### config.mk
export PLATFORM = sky130hd
export DESIGN_NAME = keypad_scan_debounce
export DESIGN_NICKNAME = d
export VERILOG_FILES = /design/src/rtl/keypad_pkg.sv /design/src/rtl/scan_tick_gen.sv /design/src/rtl/keypad_scan_debounce.sv
export SDC_FILE = /design/constraint.sdc
export NUM_CORES = 1
export LEC_CHECK = 0
export BUFFER_PORTS_ARGS = -buffer_cell sky130_fd_sc_hd__buf_4
export CAP_MARGIN = 20
export CORE_ASPECT_RATIO = 0.8
export CORE_MARGIN = 2
export CORE_UTILIZATION = 55
export CTS_CLUSTER_DIAMETER = 60
export CTS_CLUSTER_SIZE = 14
export DETAILED_ROUTE_END_ITERATION = 6
export PLACE_DENSITY = 0.81
export RECOVER_POWER = 100
export SYNTH_ARGS = -nofsm -noshare
export SYNTH_HDL_FRONTEND = slang
export SYNTH_SLANG_ARGS = --single-unit
export TNS_END_PERCENT = 1
### constraint.sdc
create_clock -name clk -period 2.82 [get_ports clk]
set_input_delay 0.141 -clock clk [delete_from_list [all_inputs] [get_ports clk]]
set_output_delay 0.141 -clock clk [all_outputs]
set_load 0.02 [all_outputs]
### src/rtl/keypad_pkg.sv
// Shared types, row-drive constants and key decoding for the keypad scanner.
package keypad_pkg;

    typedef enum logic [1:0] {SCAN, DEB_PR, HELD, DEB_RL} state_t;

    localparam logic [3:0] ROW0     = 4'b1110;
    localparam logic [3:0] ROW1     = 4'b1101;
    localparam logic [3:0] ROW2     = 4'b1011;
    localparam logic [3:0] ROW3     = 4'b0111;
    localparam logic [3:0] KEY_NONE = 4'b1111;

    // True when exactly one column line is pulled low; ghosting and idle both fail.
    function automatic logic one_low(input logic [3:0] col);
        logic [3:0] n;
        n = ~col;
        return (n != 4'd0) && ((n & (n - 4'd1)) == 4'd0);
    endfunction

    function automatic logic [3:0] decode_key(input logic [3:0] row, input logic [3:0] col);
        logic [1:0] r;
        logic [1:0] c;
        logic [3:0] code;
        case (row)
            ROW1:    r = 2'd1;
            ROW2:    r = 2'd2;
            ROW3:    r = 2'd3;
            default: r = 2'd0;
        endcase
        case (col)
            4'b1101: c = 2'd1;
            4'b1011: c = 2'd2;
            4'b0111: c = 2'd3;
            default: c = 2'd0;
        endcase
        case ({r, c})
            4'h0: code = 4'h7;
            4'h1: code = 4'h4;
            4'h2: code = 4'h1;
            4'h3: code = 4'h0;
            4'h4: code = 4'h8;
            4'h5: code = 4'h5;
            4'h6: code = 4'h2;
            4'h7: code = 4'hA;
            4'h8: code = 4'h9;
            4'h9: code = 4'h6;
            4'hA: code = 4'h3;
            4'hB: code = 4'hB;
            4'hC: code = 4'hC;
            4'hD: code = 4'hD;
            4'hE: code = 4'hE;
            default: code = 4'hF;
        endcase
        return code;
    endfunction

endpackage

### src/rtl/scan_tick_gen.sv
// Divides clk down to the row-scan tick; held at zero while the game is off.
module scan_tick_gen #(
    parameter int SCAN_DIV = 250000
) (
    input  logic clk,
    input  logic rst,
    input  logic game_mode,
    output logic tick
);

    logic [31:0] cnt;

    assign tick = (cnt == 32'(SCAN_DIV - 1));

    always_ff @(posedge clk or negedge rst) begin
        if (!rst)
            cnt <= '0;
        else if (!game_mode || tick)
            cnt <= '0;
        else
            cnt <= cnt + 32'd1;
    end

endmodule

### src/rtl/keypad_scan_debounce.sv
// 4x4 keypad row scanner with single-key press/release debounce.
// Define KEYPAD_REPEAT_EN to re-strobe key_valid every REPEAT_TICKS ticks while held.
module keypad_scan_debounce
    import keypad_pkg::*;
#(
    parameter int SCAN_DIV       = 250000,
    parameter int DEBOUNCE_TICKS = 4,
    parameter int REPEAT_TICKS   = 200
) (
    input  logic       clk,
    input  logic       rst,
    input  logic       game_mode,
    input  logic [3:0] keypad_col,
    output logic [3:0] keypad_row,
    output logic [3:0] key_code,
    output logic       key_valid,
    output logic       key_held
);

    localparam int DW = $clog2(DEBOUNCE_TICKS + 1);

    if (DEBOUNCE_TICKS < 2 || REPEAT_TICKS < 1 || SCAN_DIV < 1) begin : g_bad_params
        $error("keypad_scan_debounce: illegal parameter values");
    end

    logic          tick;
    logic [3:0]    col_meta, col_sync;
    state_t        state, state_nxt;
    logic [3:0]    row_nxt, cand_col, cand_nxt, code_nxt;
    logic [DW-1:0] dcnt, dcnt_nxt;
    logic          valid_nxt, held_nxt;

    scan_tick_gen #(.SCAN_DIV(SCAN_DIV)) u_tick (
        .clk       (clk),
        .rst       (rst),
        .game_mode (game_mode),
        .tick      (tick)
    );

    always_ff @(posedge clk or negedge rst) begin
        if (!rst) begin
            col_meta <= KEY_NONE;
            col_sync <= KEY_NONE;
        end else begin
            col_meta <= keypad_col;
            col_sync <= col_meta;
        end
    end

`ifdef KEYPAD_REPEAT_EN
    localparam int RW = $clog2(REPEAT_TICKS + 1);
    logic [RW-1:0] rcnt, rcnt_nxt;

    always_ff @(posedge clk or negedge rst) begin
        if (!rst) rcnt <= '0;
        else      rcnt <= rcnt_nxt;
    end
`endif

    always_ff @(posedge clk or negedge rst) begin
        if (!rst) begin
            state      <= SCAN;
            keypad_row <= ROW0;
            cand_col   <= KEY_NONE;
            dcnt       <= '0;
            key_code   <= 4'h0;
            key_valid  <= 1'b0;
            key_held   <= 1'b0;
        end else begin
            state      <= state_nxt;
            keypad_row <= row_nxt;
            cand_col   <= cand_nxt;
            dcnt       <= dcnt_nxt;
            key_code   <= code_nxt;
            key_valid  <= valid_nxt;
            key_held   <= held_nxt;
        end
    end

    always_comb begin
        state_nxt = state;
        row_nxt   = keypad_row;
        cand_nxt  = cand_col;
        dcnt_nxt  = dcnt;
        code_nxt  = key_code;
        valid_nxt = 1'b0;
        held_nxt  = key_held;
`ifdef KEYPAD_REPEAT_EN
        rcnt_nxt  = rcnt;
`endif
        if (!game_mode) begin
            state_nxt = SCAN;
            row_nxt   = ROW0;
            cand_nxt  = KEY_NONE;
            dcnt_nxt  = '0;
            code_nxt  = 4'h0;
            held_nxt  = 1'b0;
`ifdef KEYPAD_REPEAT_EN
            rcnt_nxt  = '0;
`endif
        end else if (tick) begin
            case (state)
                SCAN: begin
                    if (one_low(col_sync)) begin
                        cand_nxt  = col_sync;
                        dcnt_nxt  = DW'(1);
                        state_nxt = DEB_PR;
                    end else begin
                        row_nxt = {keypad_row[2:0], keypad_row[3]};
                    end
                end
                DEB_PR: begin
                    // Row stays frozen here, so it still identifies the candidate key.
                    if (col_sync == cand_col) begin
                        if (dcnt == DW'(DEBOUNCE_TICKS - 1)) begin
                            code_nxt  = decode_key(keypad_row, cand_col);
                            valid_nxt = 1'b1;
                            held_nxt  = 1'b1;
                            dcnt_nxt  = '0;
                            state_nxt = HELD;
`ifdef KEYPAD_REPEAT_EN
                            rcnt_nxt  = '0;
`endif
                        end else begin
                            dcnt_nxt = dcnt + DW'(1);
                        end
                    end else begin
                        dcnt_nxt  = '0;
                        state_nxt = SCAN;
                    end
                end
                HELD: begin
                    if (col_sync == KEY_NONE) begin
                        dcnt_nxt  = DW'(1);
                        state_nxt = DEB_RL;
                    end
`ifdef KEYPAD_REPEAT_EN
                    else if (rcnt == RW'(REPEAT_TICKS - 1)) begin
                        valid_nxt = 1'b1;
                        rcnt_nxt  = '0;
                    end else begin
                        rcnt_nxt = rcnt + RW'(1);
                    end
`endif
                end
                DEB_RL: begin
                    if (col_sync == KEY_NONE) begin
                        if (dcnt == DW'(DEBOUNCE_TICKS - 1)) begin
                            held_nxt  = 1'b0;
                            dcnt_nxt  = '0;
                            row_nxt   = {keypad_row[2:0], keypad_row[3]};
                            state_nxt = SCAN;
                        end else begin
                            dcnt_nxt = dcnt + DW'(1);
                        end
                    end else begin
                        // Any line low again means the key never really let go.
                        dcnt_nxt  = '0;
                        state_nxt = HELD;
`ifdef KEYPAD_REPEAT_EN
                        rcnt_nxt  = '0;
`endif
                    end
                end
                default: state_nxt = SCAN;
            endcase
        end
    end

endmodule

# Word level (Yosys, flattened, before mapping)
# Memory sizes are Yosys's and may differ from the RTL's.
# Cells that the tools add are included.
# classes
n_reduce_logical	12
mux	57
eq_ne	30
addsub	3
bitwise_logic	2
# op_table
cell	n
4-bit two-way mux	14
2-bit two-way mux	18
32-bit by 1-bit adder with 32-bit output, second input constant	1
32-bit by 18-bit == test with 1-bit output, second input constant	1
32-bit two-way mux	1
3-bit two-way mux	7
3-bit inequality test, second input constant	7
4-bit == test, second input constant	5
2-bit by 1-bit inequality test with 1-bit output, second input constant	6
2-bit case mux with 3 select lines	2
3-bit case mux with 4 select lines	1
1-bit two-way mux	11
5-bit AND reduction	2
4-bit by 3-bit == test with 1-bit output, second input constant	2
4-bit inequality test, second input constant	2
2-bit case mux with 4 select lines	1
4-bit case mux with 2 select lines	1
3-bit by 1-bit inequality test with 1-bit output, second input constant	2
3-bit AND reduction	2
6-bit AND reduction	1
4-bit bitwise AND	1
2-bit == test, second input constant	2
4-bit == test	1
4-bit logical NOT	1
12 further kinds	12
# totals
out_inout_bits	10
in_bits	7
n_memories	1
word_cells	115
romBits	64
register_bits	59
# mem_list
name	depth	word_bits	read_ports	rd_clocked_by_memory_dff	wr	line	rtl
(no name shown)	16	4	1	0	0	keypad_pkg.sv:35	case ({r, c})

# Longest topological paths before layout
# Gate-level depths: netlist of the first run.
# An unclocked memory read counts as a cell.
# depth
word_depth	13
ltp_mapped	9
depth_no_buf	9

# Modules after synthesis
# Synthesis of the first run repeated with hierarchy kept, for this count alone.
# hier_totals
hier_cells	346
area_unflattened_um2	3296.9
# modules_own_cells
module	n_inst	cells_each	seq_area_each_um2	area_per_inst_um2
scan_tick_gen	1	189	800.8	1732.9
keypad_scan_debounce	1	157	694.4	1564.0

# Worst setup path before layout of the first run
# No wires, ideal clock.
# synth_path
path_type	flip-flop to flip-flop
start	register keypad_row[2]
end	register key_code[0]
setup_ps	94
stages_incl_launch_ff	7
path_buffers	1
path_slack_ps	801
period_less_slack_ps	2019
t_arrival_ps	1925
t_required_ps	2726
cell_sequence	dfstp_2 clkbuf_1 xor2_1 and3_1 mux2_2 o32a_1 a211oi_1
# synth_via
elab_chain_len	13
elab_cells_between_ends	15
classes_between	eq/ne (3); mux (11); memory (1)
# synth_rtl
element	line	rtl
from (decl)	keypad_scan_debounce.sv:14	output logic [3:0] keypad_row,
from (signal assigned)	keypad_scan_debounce.sv:71	keypad_row <= row_nxt;
4-bit by 3-bit == test with 1-bit output or 4-bit == test (tied branches)	keypad_pkg.sv:23	case (row)
2-bit case mux with 3 select lines (*)	keypad_pkg.sv:23	
2-bit two-way mux (*)	keypad_scan_debounce.sv:115	if (dcnt == DW'(DEBOUNCE_TICKS - 1)) begin
2-bit two-way mux (*)	keypad_scan_debounce.sv:114	if (col_sync == cand_col) begin
2-bit two-way mux (*)	keypad_scan_debounce.sv:102	case (state)
2-bit two-way mux (*)	keypad_scan_debounce.sv:101	end else if (tick) begin
2-bit two-way mux (*)	keypad_scan_debounce.sv:91	if (!game_mode) begin
memory 16 x 4 bit (*)	--	
4-bit two-way mux (*)	keypad_scan_debounce.sv:115	
4-bit two-way mux (*)	keypad_scan_debounce.sv:114	
4-bit two-way mux (*)	keypad_scan_debounce.sv:102	
4-bit two-way mux (*)	keypad_scan_debounce.sv:101	
4-bit two-way mux (*)	keypad_scan_debounce.sv:91	
to (signal assigned)	keypad_scan_debounce.sv:74	key_code <= code_nxt;
to (decl)	keypad_scan_debounce.sv:15	output logic [3:0] key_code,
# Mark *: on every way between the ends. The rest lies on a longest branch, timed or not. The select of a mux whose other input is x is not followed.
# A chain may end at the register's enable or synchronous reset.

# Worst setup path in the final report of the first run
# layout_path
start	register u_tick.cnt[0]
end	register state[0]
# layout_via
elab_chain_len	3
# layout_rtl
element	line	rtl
from (decl)	scan_tick_gen.sv:11	logic [31:0] cnt;
from (signal assigned)	scan_tick_gen.sv:21	cnt <= cnt + 32'd1;
32-bit by 18-bit == test with 1-bit output	scan_tick_gen.sv:13	assign tick = (cnt == 32'(SCAN_DIV - 1));
2-bit by 1-bit inequality test with 1-bit output (no source line)	--	
5-bit AND reduction (no source line)	--	
to (signal assigned)	keypad_scan_debounce.sv:70	state <= state_nxt;
to (decl)	keypad_scan_debounce.sv:28	state_t state, state_nxt;
# No other way between the ends.

==> results of run 1 <==
-- cell usage in the layout, fill, tap and decap left out, drive strengths merged, types with 2 or more instances in the layout --
master / count
ha: 6
nand3: 31
o31ai: 3
dfrtp: 44
dlygate4sd3: 5
or4: 2
nand3b: 4
and2: 3
clkbuf: 23
xor2: 25
and3: 9
nand4: 17
dfstp: 15
buf: 7
nor2b: 5
inv: 8
and4: 4
a21oi: 10
nor2: 40
bufinv: 3
or2: 2
nand2b: 2
nand4b: 4
a31oi: 2
nand2: 18
xnor2: 13
nor3: 7
a211oi: 3
nor4: 7
or3: 5
o21ai: 14
o31a: 2
mux2: 3
nor4b: 5
-- registers in the layout, summed over array words and instances, names as in the netlist --
| name | cells |
|---|---|
| key_held | 1 |
| u_tick.cnt | 32 |
| col_sync | 4 |
| dcnt | 3 |
| col_meta | 4 |
| keypad_row | 4 |
| state | 2 |
| key_valid | 1 |
| cand_col | 4 |
| key_code | 4 |
-- power by group through the flow --
| stage | clock, W | sequential, W | combinational [W] |
|---|---|---|---|
| 2_1_floorplan | 0 | 0.000887 | 0.0000582 |
| 3_3_place_gp | 0 | 0.000898 | 0.0000782 |
| 3_5_place_dp | 0 | 0.000899 | 0.0000813 |
| 4_1_cts | 0.000978 | 0.000884 | 0.0000876 |
| 5_1_grt | 0.00101 | 0.000887 | 0.0000977 |
| 6_report | 0.000963 | 0.000885 | 0.0000855 |
-- cells by family after synthesis --
group                    count (synthesis)  share of synthesized area (%)
adder cells (fa/ha/maj)                  6                           2.29
multiplexers                             4                           1.34
buffers and inverters                   25                           3.43
AND/OR/NAND/NOR                        167                           27.7
XOR/XNOR                                38                           10.2
flip-flops                              59                           45.6
AO/OA/AOI/OAI                           45                           9.47
-- cell type report --
class                      count  area (um^2)  share of cell area, %
multi-input combinational    260         1670                   45.0
sequential                    59         1500                   40.4
timing repair buffer          26          173                   4.66
clock buffer                   9          124                   3.34
clock inverter                 7          124                   3.34
tap                           81          101                   2.74
inverter                       6         22.5                  0.608
-- critical path: cells and delay by family (launching register included) --
kind	cells	cell delay, ns
adders and majority gates	1	0.25
buffers and inverters	1	0.55
AOI/OAI and AO/OA	3	0.60
and+or+nand+nor	2	0.54
DFF	1	0.41
-- layer usage --
layer / track usage [%] / vias to the layer above
met1: 32.7 / 1291
met5: 0 / -
met4: 7.35 / 0
met2: 35.0 / 71
li1: - / 1278
met3: 6.71 / 10
-- repair_timing --
item | in CTS | in global routing
resized for setup | 0 | 0
setup endpoints to repair | 0 | 0
hold buffers | 5 | 0
endpoints found under the hold margin | 48 | 0
-- path summary, 6_finish.rpt --
| kind | start | cells after the start | slack [ns] | end |
|---|---|---|---|---|
| max | u_tick.cnt[0] | 7 | 0.42 | state[0] |
| min | game_mode | 2 | 0.07 | cand_col[2] |
| max reg2reg | u_tick.cnt[0] | 7 | 0.42 | state[0] |
| min reg2reg | col_meta[0] | 0 | 0.36 | col_sync[0] |
| max in group asynchronous | rst | 2 | 1.32 | u_tick.cnt[21] |
| min in group asynchronous | rst | 2 | 0.66 | u_tick.cnt[15] |
-- through the flow --
stage	cells	utilization (%)	worst slack [ns]	hold WS [ns]	total power (W)
after floorplan	344	-	0.801	-0.155	0.000945
after global placement	427	59.2	0.728	0.242	0.000976
after detailed placement	427	59.2	0.675	0.245	0.000981
after CTS	448	64.4	0.670	0.0508	0.00195
after global routing	448	63.7	0.268	0.0646	0.00200
final	448	63.7	0.419	0.0682	0.00193
==> out/metrics.yaml, run 1 <==
syn_avg_cell_area_um2: 9.53
antenna_found_initial: 0
remaining_drc_errors: 0
synthesis.area_um2: 3280
met1_length_um: 3430
vias: 2650
status: "finished clean"
maxSlewViolCount: 0
nets: 375
leakage_nw: 1.48
num_io_pins: 17
route.met3.wl_um: 398
root_buffer: "clkbuf_8"
fmax_mhz: 416
cp_max_fo: 31
cp.arrival_ns: 2.69
crit_path_cell_trace: "ha_1 > nand3_1 > or3_1 > o31ai_4 > clkbuf_2 > o311a_1 > o31a_1"
dp_hpwl_um: 4730
synth_most_common_cell: "dfrtp_1"
highest_layer: "met4"
ys_warn_count: 0
critPathMaxStageDelay_ns: 0.55
synth_async_sr_flop_share_pct: 100
finalInstanceArea_um2: 3700
ys_ff_latch: 59
cts_tree: "yes"
drt_pre_antenna_iters: 5
via_per_inst: 5.92
num_antenna_cells: 0
worst_path_max_delay_cell: "clkbuf_2"
power_frac_clock_pct: 49.8
wl_um: 7080
synthTopCellsByArea: "dfrtp_1, dfstp_2, xor2_1"
max_slew_margin_pct: 6.44
crit_type: "register to register"
fin_tns_setup_ns: 0
grtUsageTotal_pct: 23.2
yosys.area.top_type: "dfrtp_1"
core_um2: 5820
grt_max_degree: 60
dpl-instance-area_um2: 3450
peakVddDrop_mv: 0.435
switching_share_pct: 22.9
synthTopCellsByCount: "dfrtp_1, nor2_1, nand3_1"
min_path_type: "input pin to register"
final.min_clock_period_ns: 2.40
drv_cap: 0
rows: 25
drive_gt1_share_pct: 12.5
die_area_um2: 6600
timing.critical_path.to_type: "register"
share_seq_of_total_power_pct: 45.8
post_cts_buffers: 0
syn_to_final_growth_pct: 13.0
grt_pass1_vias: 2460
htreeDepth: 3
power.switching_w: 0.000443
p_int_w: 0.00149
synthCells: 344
ys.flop_type: "dfrtp_1"
clock_latency_ns: 0.35
io_buffers: 16
die_w_um: 90.3
required_ns: 3.11
start_util_pct: 56.3
finalCritPeriodShare_pct: 85.2
yosysTopAreaCellShare_pct: 33.6
cts_made_buffers: 9
synth_edf_count: 0
ys_types: 53
clkTransAtPathRegs_ns: 0.08
syn_nets: 357
worstMarginPinSlew_ns: 1.40
cellPowerDensity_nw_per_um2: 522
combPwrFrac_pct: 4.4
gpl.final_weighted_congestion: 0.864
overflow: 0
ys_seq_area_share_pct: 45.6
fillers: 493
die_h_um: 73.1
wl_met2_um: 3170
wl_per_cell_um: 15.8
finalSetupViolations: 0
start_kind: "register"
clock_skew_ns: 0.00828
clock-sinks: 59
hold_viol: 0
rsz0062_at_grt: "no"
ant_nets: 0
drt_iter0_drc: 230
cts_buffer_depth: 2
grt_pass1_wl_um: 11900
Power figures use the tool's default switching activity.
==> run 2: changes to the inputs <==
--- a/config.mk
+++ b/config.mk
@@ -17,5 +17,6 @@
 export RECOVER_POWER = 100
 export SYNTH_ARGS = -nofsm -noshare
 export SYNTH_HDL_FRONTEND = slang
+export SYNTH_HIERARCHICAL = 1
 export SYNTH_SLANG_ARGS = --single-unit
 export TNS_END_PERCENT = 1
==> run 2 against run 1 <==
Via count rose by 3.2%. Register-to-register slack got worse by 0.09 ns. Largest power group is now sequential cells. Sequential share of layout area rose by 0.30 points.
==> out/metrics.yaml, run 2 <==
root_buffer: "clkbuf_8"
syn_avg_cell_area_um2: 9.53  # about the same
worst_path_max_delay_cell: "or4_1"
ys_warn_count: 6  # +6
antenna_found_initial: 0  # unchanged
dp_hpwl_um: 4780  # +1.0%
clock_latency_ns: 0.34  # about the same
ys_ff_latch: 59  # unchanged
crit_cells: 4  # -3
overflow: 0  # unchanged
critPathMaxStageDelay_ns: 0.85  # +0.30 ns
yosys.area.top_type: "dfrtp_1"
cts_buffer_depth: 2  # unchanged
synthesis.area_um2: 3300  # +0.57%
leakage_nw: 1.41  # -4.3%
drv_cap: 0  # unchanged
cellPowerDensity_nw_per_um2: 484  # -7.4%
num_antenna_cells: 0  # unchanged
cts_tree: "yes"
dpl-instance-area_um2: 3450  # +0.18%
ys_seq_area_share_pct: 45.4  # -0.26 points
grt_pass1_wl_um: 12000  # +1.1%
clock_skew_ns: 0.00723  # -0.00104 ns
wl_per_cell_um: 15.5  # -2.1%
required_ns: 3.07  # -0.04 ns
drive_gt1_share_pct: 13.2  # +0.71 points
path_delay_family: "simple AND/OR/NAND/NOR gates"
holdWs_ns: 0.0633  # -0.00493 ns
layout_commonest_cell: "dfrtp_1"
crit_end: "u_tick/cnt[25]"
timing.critical_path.to_type: "register"
ys.flop_type: "dfrtp_1"
reg2reg_to: "u_tick/cnt[25]"
final.min_clock_period_ns: 2.49  # +0.0914 ns
grt_pass1_vias: 2505  # +1.8%
wl_um: 6970  # -1.5%
dp_cells: 430  # +0.70%
worstMarginPinSlew_ns: 1.39  # -0.0161 ns
core_um2: 5850  # +0.54%
die_w_um: 90.6  # +0.27%
multiInputGateArea_um2: 1650  # -1.1%
fillers: 512  # +3.9%
final_cell_mix: "dfrtp_1, nor2_1, nand2_1, a21oi_1, xnor2_1"
cp_num_buf_inv: 0  # -1
grt_max_degree: 60  # unchanged
largest_reg_flops: 32  # unchanged
r2r-start: "u_tick/cnt[4]"
ff2ff_path_depth: 4  # -3
synthCells: 346  # +0.58%
syn_to_final_growth_pct: 11.5
startpoint: "u_tick/cnt[4]"
die_h_um: 73.3  # +0.27%
final_util_pct: 62.9  # -0.81 points
regMostFlops: "u_tick/cnt"
rrSetupSlack_ns: 0.33  # -0.09 ns
remaining_drc_errors: 0  # unchanged
cp.arrival_ns: 2.74  # +0.05 ns
via_per_inst: 6.07  # +2.6%
maxSlewViolCount: 0  # unchanged
max_slew_margin_pct: 7.51  # +1.1 points
start_kind: "register"
die_area_um2: 6630  # +0.55%
synth_most_common_cell: "dfrtp_1"
seq_area_um2: 1500  # unchanged
grtUsageTotal_pct: 22.8  # -0.41 points
htreeDepth: 3  # unchanged
cts_made_buffers: 9  # unchanged
min_path_type: "input pin to register"
crit_type: "register to register"
final-instance-count-excl-fill: 451  # +0.67%
nets: 378  # +0.80%
gpl.final_weighted_congestion: 0.917  # +6.2%
clock-sinks: 59  # unchanged
ys_types: 54  # +1.9%
peakVddDrop_mv: 0.387  # -11%
synthTopCellsByCount: "dfrtp_1, nor2_1, nand2_1"
rows: 25  # unchanged
cp_common_cell: "or4_1"
vias: 2736  # +3.2%
rsz0062_at_grt: "no"
fmax_mhz: 401  # -3.7%
post_cts_buffers: 0  # unchanged
synth_async_sr_flop_share_pct: 100  # unchanged
finalSetupViolations: 0  # unchanged
fin_tns_setup_ns: 0  # unchanged
finalCritPeriodShare_pct: 88.4  # +3.2 points
clkTransAtPathRegs_ns: 0.07  # about the same
yosysTopAreaCellShare_pct: 33.4  # -0.19 points
crit_path_cell_trace: "nand4_1 > or4_1 > or4_1 > a21oi_1"
status: "finished clean"
syn_nets: 359  # +0.56%
hold_viol: 0  # unchanged
num_io_pins: 17  # unchanged
ant_nets: 0  # unchanged
cp_max_fo: 13  # -58%
min_from: "game_mode"
io_buffers: 16  # unchanged
drt_pre_antenna_iters: 4  # -1
finalInstanceArea_um2: 3680  # -0.74%
drt_iter0_drc: 259  # +13%
start_util_pct: 56.4  # about the same
synthTopCellsByArea: "dfrtp_1, dfstp_2, xnor2_1"
synth_edf_count: 0  # unchanged
==> run 2: cell types whose count changed in the layout (fill, tap and decap cells not counted), moves of 9 or more <==
| cell | previous run | this run |
|---|---|---|
| nor2_1 | 40 | 31 |
| nand2_1 | 18 | 27 |
| inv_1 | 6 | 15 |
| xor2_1 | 25 | 7 |
| a21oi_1 | 10 | 19 |
| nand3_1 | 31 | 16 |
==> run 2: final cells by class <==
type | instances | area share [%]
multi-input cells | 255 | 44.8
flip-flops and latches | 59 | 40.7
repair buffers | 24 | 4.29
clock buffers | 10 | 3.47
well taps | 81 | 2.76
clock inverters | 6 | 2.42
inverters | 16 | 1.63
==> run 2: logic make-up (layout without fill, tap and decap cells) <==
logic type,after synthesis,in the layout,synth area share [%]
simple gates,146,146,24.3
compound gates,69,69,13.8
flops,59,59,45.4
buf+inv,32,56,4.90
xor+xnor,25,25,6.64
mux,9,9,2.73
fa+ha+maj,6,6,2.28
==> run 2: routing by layer <==
metal | share of wire [%] | global-route usage, % | vias up
met2 | 45 | 33.6 | 75
met1 | 48 | 31.9 | 1343
met3 | 5.6 | 6.26 | 13
met5 | 0 | 0 | -
li1 | - | - | 1305
met4 | 1.3 | 9.91 | 0
==> run 2: per-stage QoR <==
| step | worst slack, ns | total power (W) |
|---|---|---|
| 6_report | 0.327 | 0.00178 |
| 4_1_cts | 0.390 | 0.00180 |
| 3_5_place_dp | 0.442 | 0.000946 |
| 3_3_place_gp | 0.499 | 0.000944 |
| 2_1_floorplan | 0.666 | 0.000919 |
| 5_1_grt | 0.124 | 0.00184 |
==> run 2: worst min-delay path by stage <==
| stage | to | depth (start not counted) |
|---|---|---|
| 5_1_grt | cand_col[1] | 2 |
| 2_1_floorplan | dcnt[0] | 0 |
| 6_report | cand_col[1] | 2 |
| 4_1_cts | cand_col[1] | 2 |
| 3_3_place_gp | u_tick/cnt[11] | 1 |
| 3_5_place_dp | u_tick/cnt[11] | 1 |
==> run 2: what timing repair did <==
action                    4_1_cts  5_1_grt
gates resized for setup         0        0
hold buffers                    5        0
hold endpoints to repair       48        0
==> run 2: worst reg2reg max path, delay by kind of cell, from the launching register on <==
kind	cells	cell delay [ns]
simple gates	3	1.81
flops	1	0.43
compound gates	1	0.16
==> run 2: report_power, final <==
group	leakage, nW	internal [W]	switching (W)
clock	0.103	0.000499	0.000345
sequential	0.766	0.000861	0.0000125
combinational	0.543	0.0000216	0.0000390
total	1.41	0.00138	0.000397
